## config.mk

```make
export PLATFORM = sky130hd
export DESIGN_NAME = mem_port_arbiter_flat
export DESIGN_NICKNAME = d
export VERILOG_FILES = /design/src/rtl/mem_port_arbiter_if.sv /design/src/rtl/mem_port_arbiter.sv /design/src/flat_wrapper.sv
export SDC_FILE = /design/constraint.sdc
export NUM_CORES = 1
export LEC_CHECK = 0
export ABC_CLOCK_PERIOD_IN_PS = 3940
export CAP_MARGIN = 0
export CORE_MARGIN = 4
export CORE_UTILIZATION = 35
export DETAILED_ROUTE_END_ITERATION = 8
export GPL_TIMING_DRIVEN = 0
export PLACE_DENSITY = 0.83
export SYNTH_ARGS = -nofsm -noshare
export SYNTH_HDL_FRONTEND = slang
export SYNTH_SLANG_ARGS = --single-unit
export TNS_END_PERCENT = 30
```

## constraint.sdc

```tcl
create_clock -name clk -period 3.94 [get_ports clk]
set_clock_uncertainty 0.15 [all_clocks]
set_input_delay 0.788 -clock clk [delete_from_list [all_inputs] [get_ports clk]]
set_output_delay 0.788 -clock clk [all_outputs]
set_load 0.02 [all_outputs]
```

## src/rtl/mem_port_arbiter_if.sv

```systemverilog
// Requester/SRAM bundle shared by the three memory requesters and the arbiter.
// Latency: none, wires only.
// Backpressure: requesters hold req_valid until their one-cycle req_ready pulse.
//
// Signals:
//   req_valid/req_ready       per-port handshake, bit i = port i
//   req_addr/wdata/wstrb      packed per-port request fields (port i in slice i)
//   rsp_rdata/rsp_err         response, meaningful only while req_ready != 0
//   grant_id                  port being served, 3 when idle
//   mem_wen/addr/wdata/rdata  single SRAM port
interface mem_port_arbiter_if #(
  parameter int ADDR_WIDTH = 22
);
  logic [2:0]              req_valid;
  logic [2:0]              req_ready;
  logic [3*ADDR_WIDTH-1:0] req_addr;
  logic [95:0]             req_wdata;
  logic [11:0]             req_wstrb;
  logic [31:0]             rsp_rdata;
  logic                    rsp_err;
  logic [1:0]              grant_id;
  logic [3:0]              mem_wen;
  logic [ADDR_WIDTH-1:0]   mem_addr;
  logic [31:0]             mem_wdata;
  logic [31:0]             mem_rdata;

  // Arbiter view.
  modport slave (
    input  req_valid, req_addr, req_wdata, req_wstrb, mem_rdata,
    output req_ready, rsp_rdata, rsp_err, grant_id, mem_wen, mem_addr, mem_wdata
  );

  // Requester + SRAM view.
  modport master (
    output req_valid, req_addr, req_wdata, req_wstrb, mem_rdata,
    input  req_ready, rsp_rdata, rsp_err, grant_id, mem_wen, mem_addr, mem_wdata
  );
endinterface

```

## src/rtl/mem_port_arbiter.sv

```systemverilog
// Round-robin arbiter sharing one SRAM port between fetch (0), load/store (1), MPU fill (2).
// Latency: valid sampled in IDLE -> req_ready pulse 2 cycles later (1 cycle for out-of-range).
// Backpressure: one transaction at a time, 3 cycles each; requesters wait with valid held high.
//
// Ports:
//   clk, resetn  clock and asynchronous active-low reset
//   bus          mem_port_arbiter_if.slave: requester handshake, response, grant_id, SRAM port
module mem_port_arbiter #(
  parameter int MEM_WORDS  = 1024,
  parameter int ADDR_WIDTH = 22
) (
  input  logic               clk,
  input  logic               resetn,
  mem_port_arbiter_if.slave  bus
);

  typedef enum logic [1:0] {
    IDLE   = 2'd0,
    ACCESS = 2'd1,
    RESP   = 2'd2
  } state_t;

  // Byte addresses at or above this limit have no SRAM behind them.
  localparam logic [ADDR_WIDTH:0] ADDR_LIMIT = (ADDR_WIDTH + 1)'(4 * MEM_WORDS);

  state_t                state;
  logic [1:0]            rr_last;
  logic                  is_read;
  logic                  err_pend;

  logic [2:0]            ready_q;
  logic [31:0]           rdata_q;
  logic                  err_q;
  logic [1:0]            grant_q;
  logic [3:0]            wen_q;
  logic [ADDR_WIDTH-1:0] addr_q;
  logic [31:0]           wdata_q;

  logic [1:0]            cand1, cand2, cand3;
  logic [1:0]            winner;
  logic [ADDR_WIDTH-1:0] sel_addr;
  logic [31:0]           sel_wdata;
  logic [3:0]            sel_wstrb;
  logic                  in_range;

  function automatic logic [1:0] next_port(input logic [1:0] p);
    return (p == 2'd2) ? 2'd0 : p + 2'd1;
  endfunction

  // Search starts just after the last winner, so the last winner is checked last.
  always_comb begin
    cand1 = next_port(rr_last);
    cand2 = next_port(cand1);
    cand3 = next_port(cand2);
    if (bus.req_valid[cand1])      winner = cand1;
    else if (bus.req_valid[cand2]) winner = cand2;
    else                           winner = cand3;

    sel_addr  = bus.req_addr[ADDR_WIDTH-1:0];
    sel_wdata = bus.req_wdata[31:0];
    sel_wstrb = bus.req_wstrb[3:0];
    case (winner)
      2'd1: begin
        sel_addr  = bus.req_addr[2*ADDR_WIDTH-1:ADDR_WIDTH];
        sel_wdata = bus.req_wdata[63:32];
        sel_wstrb = bus.req_wstrb[7:4];
      end
      2'd2: begin
        sel_addr  = bus.req_addr[3*ADDR_WIDTH-1:2*ADDR_WIDTH];
        sel_wdata = bus.req_wdata[95:64];
        sel_wstrb = bus.req_wstrb[11:8];
      end
      default: ;
    endcase

    in_range = ({1'b0, sel_addr} < ADDR_LIMIT);
  end

  always_ff @(posedge clk or negedge resetn) begin
    if (!resetn) begin
      state    <= IDLE;
      rr_last  <= 2'd2;
      is_read  <= 1'b0;
      err_pend <= 1'b0;
      ready_q  <= 3'b000;
      rdata_q  <= 32'h0;
      err_q    <= 1'b0;
      grant_q  <= 2'd3;
      wen_q    <= 4'h0;
      addr_q   <= '0;
      wdata_q  <= 32'h0;
    end else begin
      // Response fields are single-cycle; they only carry data alongside the ready pulse.
      ready_q <= 3'b000;
      rdata_q <= 32'h0;
      err_q   <= 1'b0;
      case (state)
        IDLE: begin
          if (|bus.req_valid) begin
            grant_q <= winner;
            rr_last <= winner;
            is_read <= (sel_wstrb == 4'h0);
            if (in_range) begin
              addr_q   <= sel_addr;
              wdata_q  <= sel_wdata;
              wen_q    <= sel_wstrb;
              err_pend <= 1'b0;
              state    <= ACCESS;
            end else begin
              // Never touch the SRAM for a bad address; answer straight away.
              err_pend <= 1'b1;
              state    <= RESP;
            end
          end
        end
        ACCESS: begin
          // Write strobe lasts exactly one cycle; the address stays put for the read.
          wen_q <= 4'h0;
          state <= RESP;
        end
        RESP: begin
          case (grant_q)
            2'd0:    ready_q <= 3'b001;
            2'd1:    ready_q <= 3'b010;
            2'd2:    ready_q <= 3'b100;
            default: ready_q <= 3'b000;
          endcase
          // SRAM data for the address launched in IDLE is valid during this cycle.
          rdata_q <= (is_read && !err_pend) ? bus.mem_rdata : 32'h0;
          err_q   <= err_pend;
          grant_q <= 2'd3;
          state   <= IDLE;
        end
        default: state <= IDLE;
      endcase
    end
  end

  assign bus.req_ready = ready_q;
  assign bus.rsp_rdata = rdata_q;
  assign bus.rsp_err   = err_q;
  assign bus.grant_id  = grant_q;
  assign bus.mem_wen   = wen_q;
  assign bus.mem_addr  = addr_q;
  assign bus.mem_wdata = wdata_q;

endmodule

```

## src/flat_wrapper.sv

```systemverilog
// flat-port wrapper written by rule: the top's interface ports become plain ports
module mem_port_arbiter_flat 
#(
  parameter int MEM_WORDS  = 1024,
  parameter int ADDR_WIDTH = 22
)
  (clk, resetn, bus_req_valid, bus_req_addr, bus_req_wdata, bus_req_wstrb, bus_mem_rdata, bus_req_ready, bus_rsp_rdata, bus_rsp_err, bus_grant_id, bus_mem_wen, bus_mem_addr, bus_mem_wdata);
  mem_port_arbiter_if #(.ADDR_WIDTH(ADDR_WIDTH)) bus_i ();
  input  logic clk;
  input  logic resetn;
  input wire logic [$bits(bus_i.req_valid)-1:0] bus_req_valid;
  input wire logic [$bits(bus_i.req_addr)-1:0] bus_req_addr;
  input wire logic [$bits(bus_i.req_wdata)-1:0] bus_req_wdata;
  input wire logic [$bits(bus_i.req_wstrb)-1:0] bus_req_wstrb;
  input wire logic [$bits(bus_i.mem_rdata)-1:0] bus_mem_rdata;
  output wire logic [$bits(bus_i.req_ready)-1:0] bus_req_ready;
  output wire logic [$bits(bus_i.rsp_rdata)-1:0] bus_rsp_rdata;
  output wire logic [$bits(bus_i.rsp_err)-1:0] bus_rsp_err;
  output wire logic [$bits(bus_i.grant_id)-1:0] bus_grant_id;
  output wire logic [$bits(bus_i.mem_wen)-1:0] bus_mem_wen;
  output wire logic [$bits(bus_i.mem_addr)-1:0] bus_mem_addr;
  output wire logic [$bits(bus_i.mem_wdata)-1:0] bus_mem_wdata;
  assign bus_i.req_valid = bus_req_valid;
  assign bus_i.req_addr = bus_req_addr;
  assign bus_i.req_wdata = bus_req_wdata;
  assign bus_i.req_wstrb = bus_req_wstrb;
  assign bus_i.mem_rdata = bus_mem_rdata;
  assign bus_req_ready = bus_i.req_ready;
  assign bus_rsp_rdata = bus_i.rsp_rdata;
  assign bus_rsp_err = bus_i.rsp_err;
  assign bus_grant_id = bus_i.grant_id;
  assign bus_mem_wen = bus_i.mem_wen;
  assign bus_mem_addr = bus_i.mem_addr;
  assign bus_mem_wdata = bus_i.mem_wdata;
  mem_port_arbiter #(.MEM_WORDS(MEM_WORDS), .ADDR_WIDTH(ADDR_WIDTH)) u_core (.clk(clk), .resetn(resetn), .bus(bus_i));
endmodule
```

==> key figures, run 1 <==
Power and ir drop
  • Reg power frac: around 28%
  • Switch share: between 40% and 50%
  • Peak VDD IR: 0.0003244 V
  • Total power density per cell area: about 640 mW/mm2
  • LEAKAGE: 3.639 nW
  • Switching pwr: 0.002243 W
  • Clock Power Share: about 16%
  • Combinational share of power: 56.4%
  • Internal power: 0.003198 W

Floorplanning
  • Std-Cell Rows: 42
  • Initial core utilization: between 30% and 40%
  • # IOs: about 300
  • Die Footprint: 0.01570 mm2
  • Die X: around 130 um
  • Die Height: between 100 and 150 um
  • Core ar.: 0.01335 mm2

Routing
  • DRT Wirelength: 17.96 mm
  • DRT iter0 DRCs: ~380
  • Vias: approximately 4700
  • DRC viols: 0
  • Wire per inst: around 19 um
  • Drt first pass iters: 5
  • Via-to-Cell Ratio: around 5.0
  • ANT nets after route: 0

Synthesis
  • Top cells by area, synth: dfrtp_1 51%, mux2_4 8.7%, a22oi_1 7.5%
  • Post-synth EDFFs: 0
  • Yosys cell types: 35
  • Main flop type after synthesis: dfrtp_1
  • Yosys warning total: 0
  • Top cell type's share of synthesized area: about half
  • Largest area contributor in the netlist: dfrtp_1
  • Synth Cell Area: 0.004816 mm2
  • Cells after synthesis: between 400 and 500
  • Synth Register Bits: between 100 and 150
  • Register area share after synthesis: about 53%
  • Synth top cells by count: 99 x dfrtp_1, 59 x nand2_1, 49 x o21ai_0, 48 x a22oi_1, 42 x and2_1
  • Synth Net Count: 651
  • Count leader, synth: dfrtp_1
  • Post-synth ARST share: 100.0%
  • Mapped Avg Cell Area: ~11 um2

STA
  • Relative max-transition margin: 57.43%
  • Slew Viols, Final: 0
  • # setup viols final: 0
  • Final Critical Period: about 3.8 ns
  • Tcrit/Tclk final: around 97%
  • Unrepaired setup endpoints after global routing: no
  • Slew @ Worst Pin: 0.6385 ns
  • Final Hold Fails: 0
  • Highest Clock Rate: around 260 MHz

CTS
  • Clock-pin slew on the worst setup and hold paths: around 0.070 ns
  • # hold bufs at CTS: 0
  • Post-CTS Setup Inserts: 0
  • CTS max path bufs: 2
  • TritonCTS Buffers: 9
  • CTS sink cnt: between 100 and 150
  • Htree depth: 3
  • CTS tree: done
  • Root Driver: clkbuf_16
  • Clk_lat worst skew: 0.34 ns

Critical path
  • Slowest cell on the critical path: clkdlybuf4s50_1
  • CP Cell Sequence: clkdlybuf4s50_1 > nand2b_1 > a31oi_2 > inv_1 > ha_1 > clkbuf_4 > a21oi_1 > a21o_1 > or4_4 > buf_6 > buf_6 > mux2_4
  • Worst Path Required: roughly 4 ns
  • CP Class: input pin to register
  • Nature of the critical path startpoint: input pin
  • CP peak stage delay: about 0.57 ns
  • Cell mode on critical path: buf_6
  • Buf/Inv on CP: 5
  • CP Data Arrival Time: around 4 ns
  • Critical Path Sink Type: register
  • Crit Path Max Fanout: 10
  • Largest delay share family, worst path: buffers and inverters

Global route
  • Gr usage total: roughly 22%
  • Number of global-route vias before repair: 5020
  • Largest net degree at the start of global routing: 60
  • First-pass GRT wire length: about 28 mm
  • Antenna violations before repair: 0
  • GRT overflow: 0

Placement
  • I/O Buffers: ~300
  • Placed insts: 921
  • Placed wire-length estimate: between 10 and 15 mm
  • Placer Congestion: roughly 0.9

Hold path
  • Hold Path Class: input pin to asynchronous set/reset pin

Finish
  • Final core utilization: a little over three fifths
  • Final non-filler cell total: approximately 940
  • Nets@finish: between 900 and 1000
  • Area delta synth->final: 75.16%
  • Ant diodes: 0
  • Filler cells: between 1000 and 1500
  • Layout cells sized above 1: under 10%

Status
  • Status: completed

Run
  • Max-Cap Viols: 0
-- layout make-up --
| cell class | count | area (um2) | area share, % |
|---|---|---|---|
| plain buffers | 31 | 153.9 | 1.824 |
| clock buffers | 9 | 225.2 | 2.670 |
| clock inverters | 7 | 63.81 | 0.7565 |
| inverters | 10 | 37.54 | 0.4450 |
| multi-input cells | 295 | 2091 | 24.78 |
| flip-flops and latches | 102 | 2556 | 30.30 |
| well taps | 176 | 220.2 | 2.610 |
| repair buffers | 307 | 3088 | 36.61 |
-- logic make-up after synthesis --
logic type,count (synthesis),synth area share [%]
mux,45,12.70
simple gates,128,13.64
flops,102,53.08
fa+ha+maj,2,0.5195
compound gates,120,16.21
buf+inv,41,3.845
-- timing repair --
item	4_1_cts	5_1_grt
endpoints found under the setup margin	56	52
resized for setup	1	9
pin swaps	0	0
-- sequential cells by signal (all words and copies together) (netlist names) --
register,flops
u_core.bus.mem_wdata,32
u_core.bus.rsp_rdata,32
u_core.bus.mem_addr,22
u_core.bus.mem_wen,4
u_core.bus.req_ready,3
u_core.bus.grant_id,2
u_core.rr_last,2
u_core.state,2
u_core.bus.rsp_err,1
u_core.err_pend,1
u_core.is_read,1
-- power by group through the flow --
stage | clock network, W | logic [W] | registers (W)
floorplan | 0 | 0.00151 | 0.00178
global placement | 0 | 0.00297 | 0.00149
detailed placement | 0 | 0.00303 | 0.00151
CTS | 0.000900 | 0.00306 | 0.00149
global route | 0.000949 | 0.00332 | 0.00152
finish | 0.000877 | 0.00307 | 0.00150
-- per-stage QoR --
step	hold WS [ns]	total power (W)	cell area [um2]	setup WS [ns]	setup TNS, ns
after floorplan	0.3223	0.003287	4816	0.5615	0
after global placement	0.3185	0.004458	8099	-1.780	-200.88
after detailed placement	0.3236	0.004545	8124	-0.5534	-28.15
after CTS	0.3028	0.005450	8414	0.06291	0
after global routing	0.3275	0.005797	8436	0.001690	0
final	0.2894	0.005441	8436	0.1157	0
-- path summary, 6_finish.rpt --
kind,start,endpoint,slack [ns],depth (start not counted)
setup / recovery,bus_req_valid[1],u_core.bus.mem_wdata[27],0.12,12
hold / removal,resetn,u_core.bus.rsp_rdata[24],0.29,1
setup reg to reg,u_core.rr_last[0],u_core.bus.mem_wdata[27],0.69,11
hold reg to reg,u_core.bus.mem_addr[21],u_core.bus.mem_addr[21],0.34,1
max in group asynchronous,resetn,u_core.rr_last[1],2.61,2
min in group clk,u_core.bus.mem_addr[21],u_core.bus.mem_addr[21],0.34,1
-- placed cells by master, fill, tap and decap left out, types with 2 or more instances in the layout --
cell               n
inv_1             10
buf_6              4
mux2_4            28
nor3b_1            4
buf_1              5
inv_8              3
mux2_1             6
o22a_1             4
clkbuf_1          18
or4_1              3
inv_6              2
nor4_1             2
ha_1               2
clkbuf_2           2
nor2_1             6
dfstp_2            3
a31oi_2            2
or3_1              5
clkbuf_16          9
dfrtp_1           99
nand2_1           59
o41ai_1            2
and2_1            42
a21oi_1            5
o21ai_0           49
clkdlybuf4s50_1  305
a22oi_1           48
o311ai_0           4
nor3_1             3
mux2_2            11
-- layer usage --
metal / track usage, % / share of wire, %
met1: 25.80 / 37
met2: 39.23 / 52
met3: 6.908 / 9.2
met4: 6.824 / 2.0
met5: 0 / 0
No activity file was read; power rests on OpenSTA's default activity.
==> run 2, diff against run 1 <==
--- a/config.mk
+++ b/config.mk
@@ -8,10 +8,10 @@
 export ABC_CLOCK_PERIOD_IN_PS = 3940
 export CAP_MARGIN = 0
 export CORE_MARGIN = 4
-export CORE_UTILIZATION = 35
+export CORE_UTILIZATION = 37
 export DETAILED_ROUTE_END_ITERATION = 8
 export GPL_TIMING_DRIVEN = 0
-export PLACE_DENSITY = 0.83
+export PLACE_DENSITY = 0.86
 export SYNTH_ARGS = -nofsm -noshare
 export SYNTH_HDL_FRONTEND = slang
 export SYNTH_SLANG_ARGS = --single-unit
==> run 2 against run 1 <==
  * Highest routed layer unchanged
  * Fmax about the same
  * Non-clock buffer count stayed put
  * Setup slack got worse by 0.0031 ns
  * Largest power group unchanged
==> key figures, run 2 (synthesis gave the netlist of run 1 again) <==
Floorplanning
  • Die Footprint: 0.01490 mm2 (was 0.01570 mm2)
  • # IOs: 307 (unchanged)
  • Die X: 122.1 um (was 125.3 um)
  • Die Height: 122.1 um (was 125.3 um)
  • Core ar.: 0.01267 mm2 (was 0.01335 mm2)
  • Std-Cell Rows: 41 (was 42)
  • Initial core utilization: 38.01% (was 36.08%)

STA
  • # setup viols final: 0 (unchanged)
  • Tcrit/Tclk final: 97.14% (was 97.06%)
  • Slew Viols, Final: 0 (unchanged)
  • Final Hold Fails: 0 (unchanged)
  • Relative max-transition margin: 51.86% (was 57.43%)
  • Final Critical Period: 3.827 ns (was 3.824 ns)
  • Unrepaired setup endpoints after global routing: yes (was no)
  • Highest Clock Rate: 261.3 MHz (was 261.5 MHz)
  • Slew @ Worst Pin: 0.7221 ns (was 0.6385 ns)
  • Final Worst Setup Slack: 0.1125 ns (was 0.1157 ns)

Placement
  • Placer Congestion: 0.8737 (was 0.9010)
  • Pre-CTS WS: -0.5958 ns (was -0.5534 ns)
  • I/O Buffers: 306 (unchanged)
  • Placed wire-length estimate: 13.68 mm (was 14.16 mm)

Critical path
  • Worst Path Required: 4.02 ns (was 4.01 ns)
  • Critical Path Sink Type: register (unchanged)
  • Crit Path Max Fanout: 10 (unchanged)
  • Nature of the critical path startpoint: input pin (unchanged)
  • CP Data Arrival Time: 3.90 ns (about the same)
  • CP Class: input pin to register (unchanged)

Finish
  • Nets@finish: 969 (unchanged)
  • Commonest non-fill, non-tap cell in the layout: clkdlybuf4s50_1 (unchanged)
  • Most frequent cells in the layout: 305 x clkdlybuf4s50_1, 99 x dfrtp_1, 59 x nand2_1, 49 x o21ai_0, 48 x a22oi_1 (unchanged)
  • Ant diodes: 0 (unchanged)
  • Layout cells sized above 1: 9.079% (was 9.724%)
  • Filler cells: 940 (was 1050)
  • Area delta synth->final: 74.80% (was 75.16%)
  • Final core utilization: 66.44% (was 63.20%)

Routing
  • ANT nets after route: 0 (unchanged)
  • Drt first pass iters: 5 (unchanged)
  • Vias: 4755 (was 4718)
  • Wire per inst: 18.65 um (was 19.17 um)
  • DRT Wirelength: 17.39 mm (was 17.96 mm)
  • Via-to-Cell Ratio: 5.102 (was 5.035)
  • DRC viols: 0 (unchanged)
  • DRT iter0 DRCs: 288 (was 381)

Global route
  • First-pass GRT wire length: 26.12 mm (was 27.70 mm)
  • Gr usage total: 22.50% (was 22.19%)
  • Antenna violations before repair: 0 (unchanged)
  • GRT overflow: 0 (unchanged)
  • Largest net degree at the start of global routing: 56 (was 60)
  • Number of global-route vias before repair: 5097 (was 5020)

Run
  • Max-Cap Viols: 0 (unchanged)

CTS
  • Clk_lat worst skew: 0.34 ns (about the same)
  • Htree depth: 3 (unchanged)
  • CTS max path bufs: 2 (unchanged)
  • # hold bufs at CTS: 0 (unchanged)
  • CTS sink cnt: 102 (unchanged)
  • Clock-pin slew on the worst setup and hold paths: 0.07 ns (about the same)
  • Root Driver: clkbuf_16 (unchanged)
  • TritonCTS Buffers: 9 (unchanged)
  • CTS tree: done (unchanged)

Power and ir drop
  • Switch share: 40.73% (was 41.22%)
  • Peak VDD IR: 0.0003695 V (was 0.0003244 V)
  • Combinational share of power: 56.5% (was 56.4%)
  • Reg power frac: 27.4% (was 27.5%)
  • Switching pwr: 0.002226 W (was 0.002243 W)
  • Internal power: 0.003240 W (was 0.003198 W)
  • Clock Power Share: 16.1% (about the same)
  • Total power density per cell area: 649.3 mW/mm2 (was 645.0 mW/mm2)
  • LEAKAGE: 3.624 nW (was 3.639 nW)
  • Overall Power: 0.005466 W (was 0.005441 W)

Hold path
  • Hold Path Class: input pin to asynchronous set/reset pin (unchanged)

Status
  • Status: completed (unchanged)
## run 2: cell count changes in the layout (fill, tap and decap cells not counted), sizes merged
cell      change
bufinv        +1
inv           -5
clkinvlp      +2
clkbuf        +1
## run 2: power groups by stage
stage	Combinational (W)	Clock, W	Sequential [W]
global placement	0.00297	0	0.00149
CTS	0.00309	0.000903	0.00150
detailed placement	0.00306	0	0.00151
finish	0.00309	0.000881	0.00150
floorplan	0.00151	0	0.00178
global route	0.00333	0.000945	0.00153
## run 2: worst max-delay path: stages
cell and delay (ns):
clkdlybuf4s50_1 0.47, nor2_1 0.14, nand2_1 0.06, a31oi_1 0.32, inv_1 0.12, ha_1 0.33
clkbuf_4 0.24, a21oi_1 0.09, a21o_1 0.19, or4_4 0.49, buf_6 0.18, buf_6 0.17
mux2_4 0.30
## run 2: worst paths after layout
check	startpoint	endpoint	slack (ns)	cells after the start
max in group asynchronous	resetn	u_core.rr_last[1]	2.57	2
setup / recovery	bus_req_valid[0]	u_core.bus.mem_addr[2]	0.11	13
min in group clk	u_core.bus.mem_addr[13]	u_core.bus.mem_addr[13]	0.34	1
setup reg to reg	u_core.rr_last[0]	u_core.bus.mem_addr[2]	0.67	11
hold / removal	resetn	u_core.bus.mem_addr[17]	0.34	1
hold reg to reg	u_core.bus.mem_addr[13]	u_core.bus.mem_addr[13]	0.34	1
## run 2: through the flow
stage	instance area, um2	instances	hold WS (ns)	TNS, ns
3_5_place_dp	8119	917	0.3200	-30.43
4_1_cts	8412	932	0.3383	0
2_1_floorplan	4816	438	0.3223	0
6_report	8418	932	0.3384	0
3_3_place_gp	8094	916	0.3208	-189.98
5_1_grt	8418	932	0.3546	-0.004251
## run 2: routing by layer
layer	global-route usage (%)	vias up	share of wire (%)
li1	-	2191	-
met1	25.50	2276	37
met2	39.33	255	50
met3	7.103	33	10
met4	9.097	0	2.6
met5	0	-	0
## run 2: final cells by class
type,instances,area [um2],area share [%]
plain buffers,31,152.6,1.813
clock buffers,10,229.0,2.720
clock inverters,5,61.31,0.7283
inverters,10,37.54,0.4459
multi-input cells,295,2078,24.69
flip-flops and latches,102,2556,30.37
well taps,172,215.2,2.556
repair buffers,307,3088,36.68
## run 2: what timing repair did
action | in CTS | in global routing
setup buffers | 0 | 0
endpoints found under the setup margin | 56 | 49
endpoints found under the hold margin | 0 | 0
gates resized for setup | 2 | 3
